--- src/rtl/demux_pkg.sv ---
// Shared constants and types for the demux_stream slice: channel limits,
// per-channel buffer depth and the routing decision of an incoming word.
package demux_pkg;

    localparam int MAX_CH   = 16;
    localparam int CH_DEPTH = 2;
    localparam int CNT_W    = $clog2(CH_DEPTH + 1);

    typedef logic [CNT_W-1:0] cnt_t;

    localparam cnt_t CNT_EMPTY = cnt_t'(0);
    localparam cnt_t CNT_ONE   = cnt_t'(1);
    localparam cnt_t CNT_FULL  = cnt_t'(CH_DEPTH);

    // Where the word on the input goes if it is accepted this cycle.
    typedef enum logic [1:0] {
        ROUTE_UNI   = 2'd0,
        ROUTE_BCAST = 2'd1,
        ROUTE_DROP  = 2'd2
    } route_e;

    function automatic route_e route_of(input logic bcast, input int unsigned sel,
                                        input int unsigned num_ch);
        if (bcast)
            return ROUTE_BCAST;
        else if (sel >= num_ch)
            return ROUTE_DROP;
        else
            return ROUTE_UNI;
    endfunction

endpackage

--- src/rtl/demux_stream_if.sv ---
// Producer-side stream plus NUM_CH consumer-side streams of the demultiplexer.
// The slave modport is the demux itself; master is the environment around it.
interface demux_stream_if #(
    parameter int DATA_W = 8,
    parameter int NUM_CH = 4,
    parameter int SEL_W  = $clog2(NUM_CH)
);

    logic                     in_valid;
    logic                     in_ready;
    logic [DATA_W-1:0]        in_data;
    logic [SEL_W-1:0]         in_sel;
    logic                     in_bcast;
    logic [NUM_CH-1:0]        out_valid;
    logic [NUM_CH-1:0]        out_ready;
    logic [NUM_CH*DATA_W-1:0] out_data;
    logic                     sel_err;

    modport slave (
        input  in_valid, in_data, in_sel, in_bcast, out_ready,
        output in_ready, out_valid, out_data, sel_err
    );

    modport master (
        output in_valid, in_data, in_sel, in_bcast, out_ready,
        input  in_ready, out_valid, out_data, sel_err
    );

endinterface

--- src/rtl/demux_ch_buf.sv ---
// Two-entry per-channel FIFO. The head register drives dout directly, so the
// output is fully registered and holds still while the consumer stalls.
module demux_ch_buf
    import demux_pkg::*;
#(
    parameter int DATA_W = 8
) (
    input  logic              clk,
    input  logic              rst_n,
    input  logic              push,
    input  logic [DATA_W-1:0] din,
    output logic              full,
    output logic              valid,
    input  logic              ready,
    output logic [DATA_W-1:0] dout
);

    logic [DATA_W-1:0] head;
    logic [DATA_W-1:0] tail;
    cnt_t              count;
    logic              pop;

    assign pop   = valid & ready;
    assign full  = (count == CNT_FULL);
    assign valid = (count != CNT_EMPTY);
    assign dout  = head;

    always_ff @(posedge clk or negedge rst_n) begin
        if (!rst_n) begin
            head  <= '0;
            tail  <= '0;
            count <= CNT_EMPTY;
        end else begin
            case ({push, pop})
                2'b10: begin
                    if (count == CNT_EMPTY)
                        head <= din;
                    else
                        tail <= din;
                    count <= count + CNT_ONE;
                end
                2'b01: begin
                    head  <= tail;
                    count <= count - CNT_ONE;
                end
                2'b11: begin
                    // Count is unchanged; the new word goes behind whatever remains.
                    if (count == CNT_ONE) begin
                        head <= din;
                    end else begin
                        head <= tail;
                        tail <= din;
                    end
                end
                default: ;
            endcase
        end
    end

endmodule

--- src/rtl/demux_stream.sv ---
// Registered 1-to-NUM_CH stream demultiplexer with unicast, broadcast and
// out-of-range drop; each channel owns a 2-entry buffer so stalls stay local.
module demux_stream
    import demux_pkg::*;
#(
    parameter int DATA_W = 8,
    parameter int NUM_CH = 4,
    parameter int SEL_W  = $clog2(NUM_CH)
) (
    input  logic           clk,
    input  logic           rst_n,
    demux_stream_if.slave  bus
);

    localparam int SEL_SPAN = 1 << SEL_W;

    logic                     run;
    logic                     ready;
    logic                     accept;
    logic                     sel_err_q;
    route_e                   route;
    logic [NUM_CH-1:0]        full;
    logic [NUM_CH-1:0]        push;
    logic [SEL_SPAN-1:0]      full_pad;
    logic [NUM_CH-1:0]        valid_w;
    logic [NUM_CH*DATA_W-1:0] data_w;

    always_comb begin
        route = route_of(bus.in_bcast, 32'(bus.in_sel), NUM_CH);
    end

    // Unused select codes read as not-full so the mux index is always in range.
    always_comb begin
        full_pad             = '0;
        full_pad[NUM_CH-1:0] = full;
    end

    // Acceptance depends only on registered buffer state, never on out_ready.
    always_comb begin
        ready = 1'b0;
        if (run) begin
            case (route)
                ROUTE_BCAST: ready = ~|full;
                ROUTE_DROP:  ready = 1'b1;
                default:     ready = ~full_pad[bus.in_sel];
            endcase
        end
    end

    assign accept       = bus.in_valid & ready;
    assign bus.in_ready = ready;

    for (genvar k = 0; k < NUM_CH; k++) begin : g_ch
        assign push[k] = accept & ((route == ROUTE_BCAST) |
                                   ((route == ROUTE_UNI) & (bus.in_sel == SEL_W'(k))));

        demux_ch_buf #(
            .DATA_W (DATA_W)
        ) u_buf (
            .clk   (clk),
            .rst_n (rst_n),
            .push  (push[k]),
            .din   (bus.in_data),
            .full  (full[k]),
            .valid (valid_w[k]),
            .ready (bus.out_ready[k]),
            .dout  (data_w[k*DATA_W +: DATA_W])
        );
    end

    assign bus.out_valid = valid_w;
    assign bus.out_data  = data_w;
    assign bus.sel_err   = sel_err_q;

    // run keeps in_ready low until the first clock after reset release.
    always_ff @(posedge clk or negedge rst_n) begin
        if (!rst_n) begin
            run       <= 1'b0;
            sel_err_q <= 1'b0;
        end else begin
            run       <= 1'b1;
            sel_err_q <= accept & (route == ROUTE_DROP);
        end
    end

endmodule

--- src/flat_wrapper.sv ---
// flat-port wrapper written by rule: the top's interface ports become plain ports
module demux_stream_flat import demux_pkg::*;
#(
    parameter int DATA_W = 8,
    parameter int NUM_CH = 4,
    parameter int SEL_W  = $clog2(NUM_CH)
)
  (clk, rst_n, bus_in_valid, bus_in_data, bus_in_sel, bus_in_bcast, bus_out_ready, bus_in_ready, bus_out_valid, bus_out_data, bus_sel_err);
  demux_stream_if #(.DATA_W(DATA_W), .NUM_CH(NUM_CH), .SEL_W(SEL_W)) bus_i ();
  input  logic clk;
  input  logic rst_n;
  input wire logic [$bits(bus_i.in_valid)-1:0] bus_in_valid;
  input wire logic [$bits(bus_i.in_data)-1:0] bus_in_data;
  input wire logic [$bits(bus_i.in_sel)-1:0] bus_in_sel;
  input wire logic [$bits(bus_i.in_bcast)-1:0] bus_in_bcast;
  input wire logic [$bits(bus_i.out_ready)-1:0] bus_out_ready;
  output wire logic [$bits(bus_i.in_ready)-1:0] bus_in_ready;
  output wire logic [$bits(bus_i.out_valid)-1:0] bus_out_valid;
  output wire logic [$bits(bus_i.out_data)-1:0] bus_out_data;
  output wire logic [$bits(bus_i.sel_err)-1:0] bus_sel_err;
  assign bus_i.in_valid = bus_in_valid;
  assign bus_i.in_data = bus_in_data;
  assign bus_i.in_sel = bus_in_sel;
  assign bus_i.in_bcast = bus_in_bcast;
  assign bus_i.out_ready = bus_out_ready;
  assign bus_in_ready = bus_i.in_ready;
  assign bus_out_valid = bus_i.out_valid;
  assign bus_out_data = bus_i.out_data;
  assign bus_sel_err = bus_i.sel_err;
  demux_stream #(.DATA_W(DATA_W), .NUM_CH(NUM_CH), .SEL_W(SEL_W)) u_core (.clk(clk), .rst_n(rst_n), .bus(bus_i));
endmodule
--- config.mk ---
export PLATFORM = sky130hd
export DESIGN_NAME = demux_stream_flat
export DESIGN_NICKNAME = d
export VERILOG_FILES = /design/src/rtl/demux_pkg.sv /design/src/rtl/demux_stream_if.sv /design/src/rtl/demux_ch_buf.sv /design/src/rtl/demux_stream.sv /design/src/flat_wrapper.sv
export SDC_FILE = /design/constraint.sdc
export NUM_CORES = 1
export LEC_CHECK = 0
export BUFFER_PORTS_ARGS = -buffer_cell sky130_fd_sc_hd__buf_2
export CAP_MARGIN = 5
export CORE_MARGIN = 1
export CORE_UTILIZATION = 35
export DETAILED_ROUTE_END_ITERATION = 8
export PLACE_DENSITY_LB_ADDON = 0.15
export SLEW_MARGIN = 25
export SYNTH_ARGS = -nofsm -noshare
export SYNTH_HDL_FRONTEND = slang
export SYNTH_SLANG_ARGS = --single-unit
--- constraint.sdc ---
create_clock -name clk -period 3.7 [get_ports clk]
set_input_delay 0.37 -clock clk [delete_from_list [all_inputs] [get_ports clk]]
set_output_delay 0.37 -clock clk [all_outputs]
set_load 0.005 [all_outputs]
==> results.yml <==
floorplanning:
  core.rowCount: 37
  fp.dieW_um: 105
  core_area_um2: 10300
  floorplan.die_area_um2: 11000
  die_h_um: 105
  start_util_pct: 36.0
  ioPinCount: 56
setup_path:
  worst_r2r_path_depth: 11
  crit-reg2reg-launch: "u_core.g_ch[0].u_buf.count[0]"
  r2r_setup_slack_ns: 0.64
  crit_fanout: 8
  critPathArrivalTime_ns: 3.30
  end_kind: "register"
  critPathLaunchType: "register"
  startpoint: "u_core.g_ch[0].u_buf.count[0]"
  criticalPathCategory: "register to register"
  r2r-end: "u_core.g_ch[3].u_buf.tail[6]"
  critPathRequiredTime_ns: 3.93
timing:
  finalMaxSlewViolations: 0
  finalHoldWorstSlack_ns: -0.00905
  rsz0062_at_grt: "false"
  post-route-period-util_pct: 82.7
  worst_pin_slew_ns: 0.792
  setup_violations: 0
  finalSetupTns_ns: 0
  skew_ns: 0.00931
  maxClockFrequency_mhz: 327
  min_period_ns: 3.06
  slew_headroom_pct: 47.0
  worst_slack_ns: 0.639
  finalHoldViolCount: 4
final_layout:
  drive_above_1_share_pct: 38.9
  final_nets: 402
  fill_cells: 1006
  antenna_cells: 0
  fin_cells: 501
  multi_input_area_um2: 1720
  area_growth_pct: 18.0
  seq_area_um2: 1830
synthesis:
  synth-compound-area-share_pct: 12.2
  ys_top_cells_by_area: "dfrtp_1 (49%), mux2_2 (19%), ha_1 (8.1%)"
  syn-mean-instance-area_um2: 12.4
  synth_cell_types: 27
  synth_top_family_by_area: "multiplexers"
  synth-xor-area-share_pct: 1.89
  synthFlopType: "dfrtp_1"
  synth-simple-area-share_pct: 4.60
  netlist_area_um2: 3700
  synth_top_area_cell: "dfrtp_1"
  yosys-mux-area-fraction_pct: 19.5
  yosysMostFrequentCell: "dfrtp_1"
  syn-instance-count: 298
  synthArstFlopShare_pct: 100
  synth_warnings: 0
  synthAdderAreaFrac_pct: 8.12
  synthTopCellsByCount: "dfrtp_1 (73), mux2_2 (63), a22o_1 (32)"
  ys_ff_latch: 73
  synth_edf_count: 0
  seq_area_frac_synth_pct: 49.4
  yosysTopAreaCellShare_pct: 49.4
  synthesis.nets: 340
clock_network:
  h-tree-depth: 3
  numCtsBuffers: 9
  root_buffer: "clkbuf_8"
  cts_tree: "built"
  cts_setup_buffers: 0
  clock-sinks: 73
  clock_path_buffers: 2
  clock_latency_ns: 0.35
  clkSlewWorstSetupHoldPaths_ns: 0.08
  cts_resized: 0
  cts_hold_buf: 0
route:
  via_per_inst: 4.94
  route.detailed.wl_per_inst_um: 15.6
  ant_nets: 0
  drt_first_pass_iters: 8
  vias: 2475
  drc: 2
  drtIter0Drc: 47
  routed_wl_um: 7810
power:
  power.density_nw_per_um2: 818
  p_leak_uw: 0.00214
  max-vdd-ir-drop_uv: 342
status:
  status: "complete, but fails checks"
  violations: "design-rule violations, negative hold slack"
grt:
  grt_max_degree: 42
  grt_pass1_vias: 2558
  grt_overflow: 0
  antenna_found_initial: 0
  grt.total_usage_pct: 15.5
  grt_pass1_wl_um: 13000
worst_hold_path:
  hold_class: "primary input to async pin"
placement:
  place_congestion: 0.719
  place_inst: 485
  port_buffers: 54
  dp_hpwl_um: 5510
  dp_slack_ns: 0.622
flow_run:
  drv_cap: 0
==> sequential cells by signal, indices dropped and copies added (netlist names) <==
signal                   cells
u_core.run                   1
u_core.g_ch.u_buf.count      8
u_core.g_ch.u_buf.tail      32
u_core.g_ch.u_buf.dout      32
==> stage by stage <==
step / area (um^2) / power, uW / hold slack, ns / util (%)
floorplan: 3700 / 2410 / 0.0744 / -
global placement: 4120 / 2810 / 0.475 / 40.1
detailed placement: 4120 / 2840 / 0.481 / 40.1
CTS: 4360 / 3620 / 0.180 / 42.4
global route: 4360 / 3840 / 0.0306 / 42.5
finish: 4360 / 3570 / -0.00905 / 42.5
==> critical path, stage by stage (launching register included) <==
cell and delay (ns):
dfrtp_1 0.39, inv_1 0.08, ha_1 0.23, nor3_1 0.17, a31oi_1 0.07, a221o_1 0.51
or2_2 0.37, inv_1 0.09, ha_1 0.18, nand2_1 0.08, o211ai_1 0.37, mux2_2 0.41
==> worst max path at each step <==
stage | endpoint | slack, ns | cells after the start
final | u_core.g_ch[3].u_buf.tail[6] | 0.64 | 11
after global routing | u_core.g_ch[3].u_buf.tail[4] | 0.40 | 11
after CTS | u_core.g_ch[3].u_buf.tail[1] | 0.62 | 11
after detailed placement | u_core.g_ch[3].u_buf.tail[1] | 0.62 | 9
after global placement | u_core.g_ch[3].u_buf.tail[7] | 0.66 | 9
after floorplan | u_core.g_ch[3].u_buf.tail[0] | 0.96 | 12
==> layer usage <==
metal | part of all wire [%] | track usage, % | routed length [um] | vias up
li1 | - | - | - | 1169
met5 | 0 | 0 | 0 | -
met2 | 46 | 24.8 | 3620 | 52
met3 | 2.6 | 3.06 | 202 | 16
met1 | 49 | 20.5 | 3810 | 1238
met4 | 2.2 | 6.84 | 168 | 0
==> where the power goes <==
group	internal (uW)	leakage (uW)	switching [uW]	total [uW]
Sequential	1190	0.000884	198	1390
Combinational	764	0.00114	646	1410
Clock	466	0.000120	302	768
Total	2420	0.00214	1150	3570
==> cell usage in the layout (no fill, tap or decap), drive strengths merged <==
master    count
bufinv        3
clkinv        1
buf          58
nand2b        2
clkbuf       11
nor2          6
inv          26
xnor2         8
mux2         64
and2b         1
ha           24
o211ai        3
o21ai         7
nand2        25
a221o         1
dfrtp        73
nor3          3
a31oi         2
o31ai         2
o211a         1
or2           2
and3          1
clkinvlp      1
conb          2
a21oi         6
a22o         32
==> cells by family after synthesis <==
family	Yosys count
flip-flops	73
multiplexers	64
AO/OA/AOI/OAI	54
AND/OR/NAND/NOR	40
buffers and inverters	33
adder cells (fa/ha/maj)	24
XOR/XNOR	8
other	2
==> cell type report <==
cell class	count	area share, %
Multi-Input combinational cell	192	39.5
Sequential cell	73	41.9
Timing Repair Buffer	58	6.94
Clock buffer	11	3.24
Clock inverter	5	2.35
Tap cell	136	3.90
Inverter	26	2.24
Note: power is estimated with default switching activity, not from simulation.
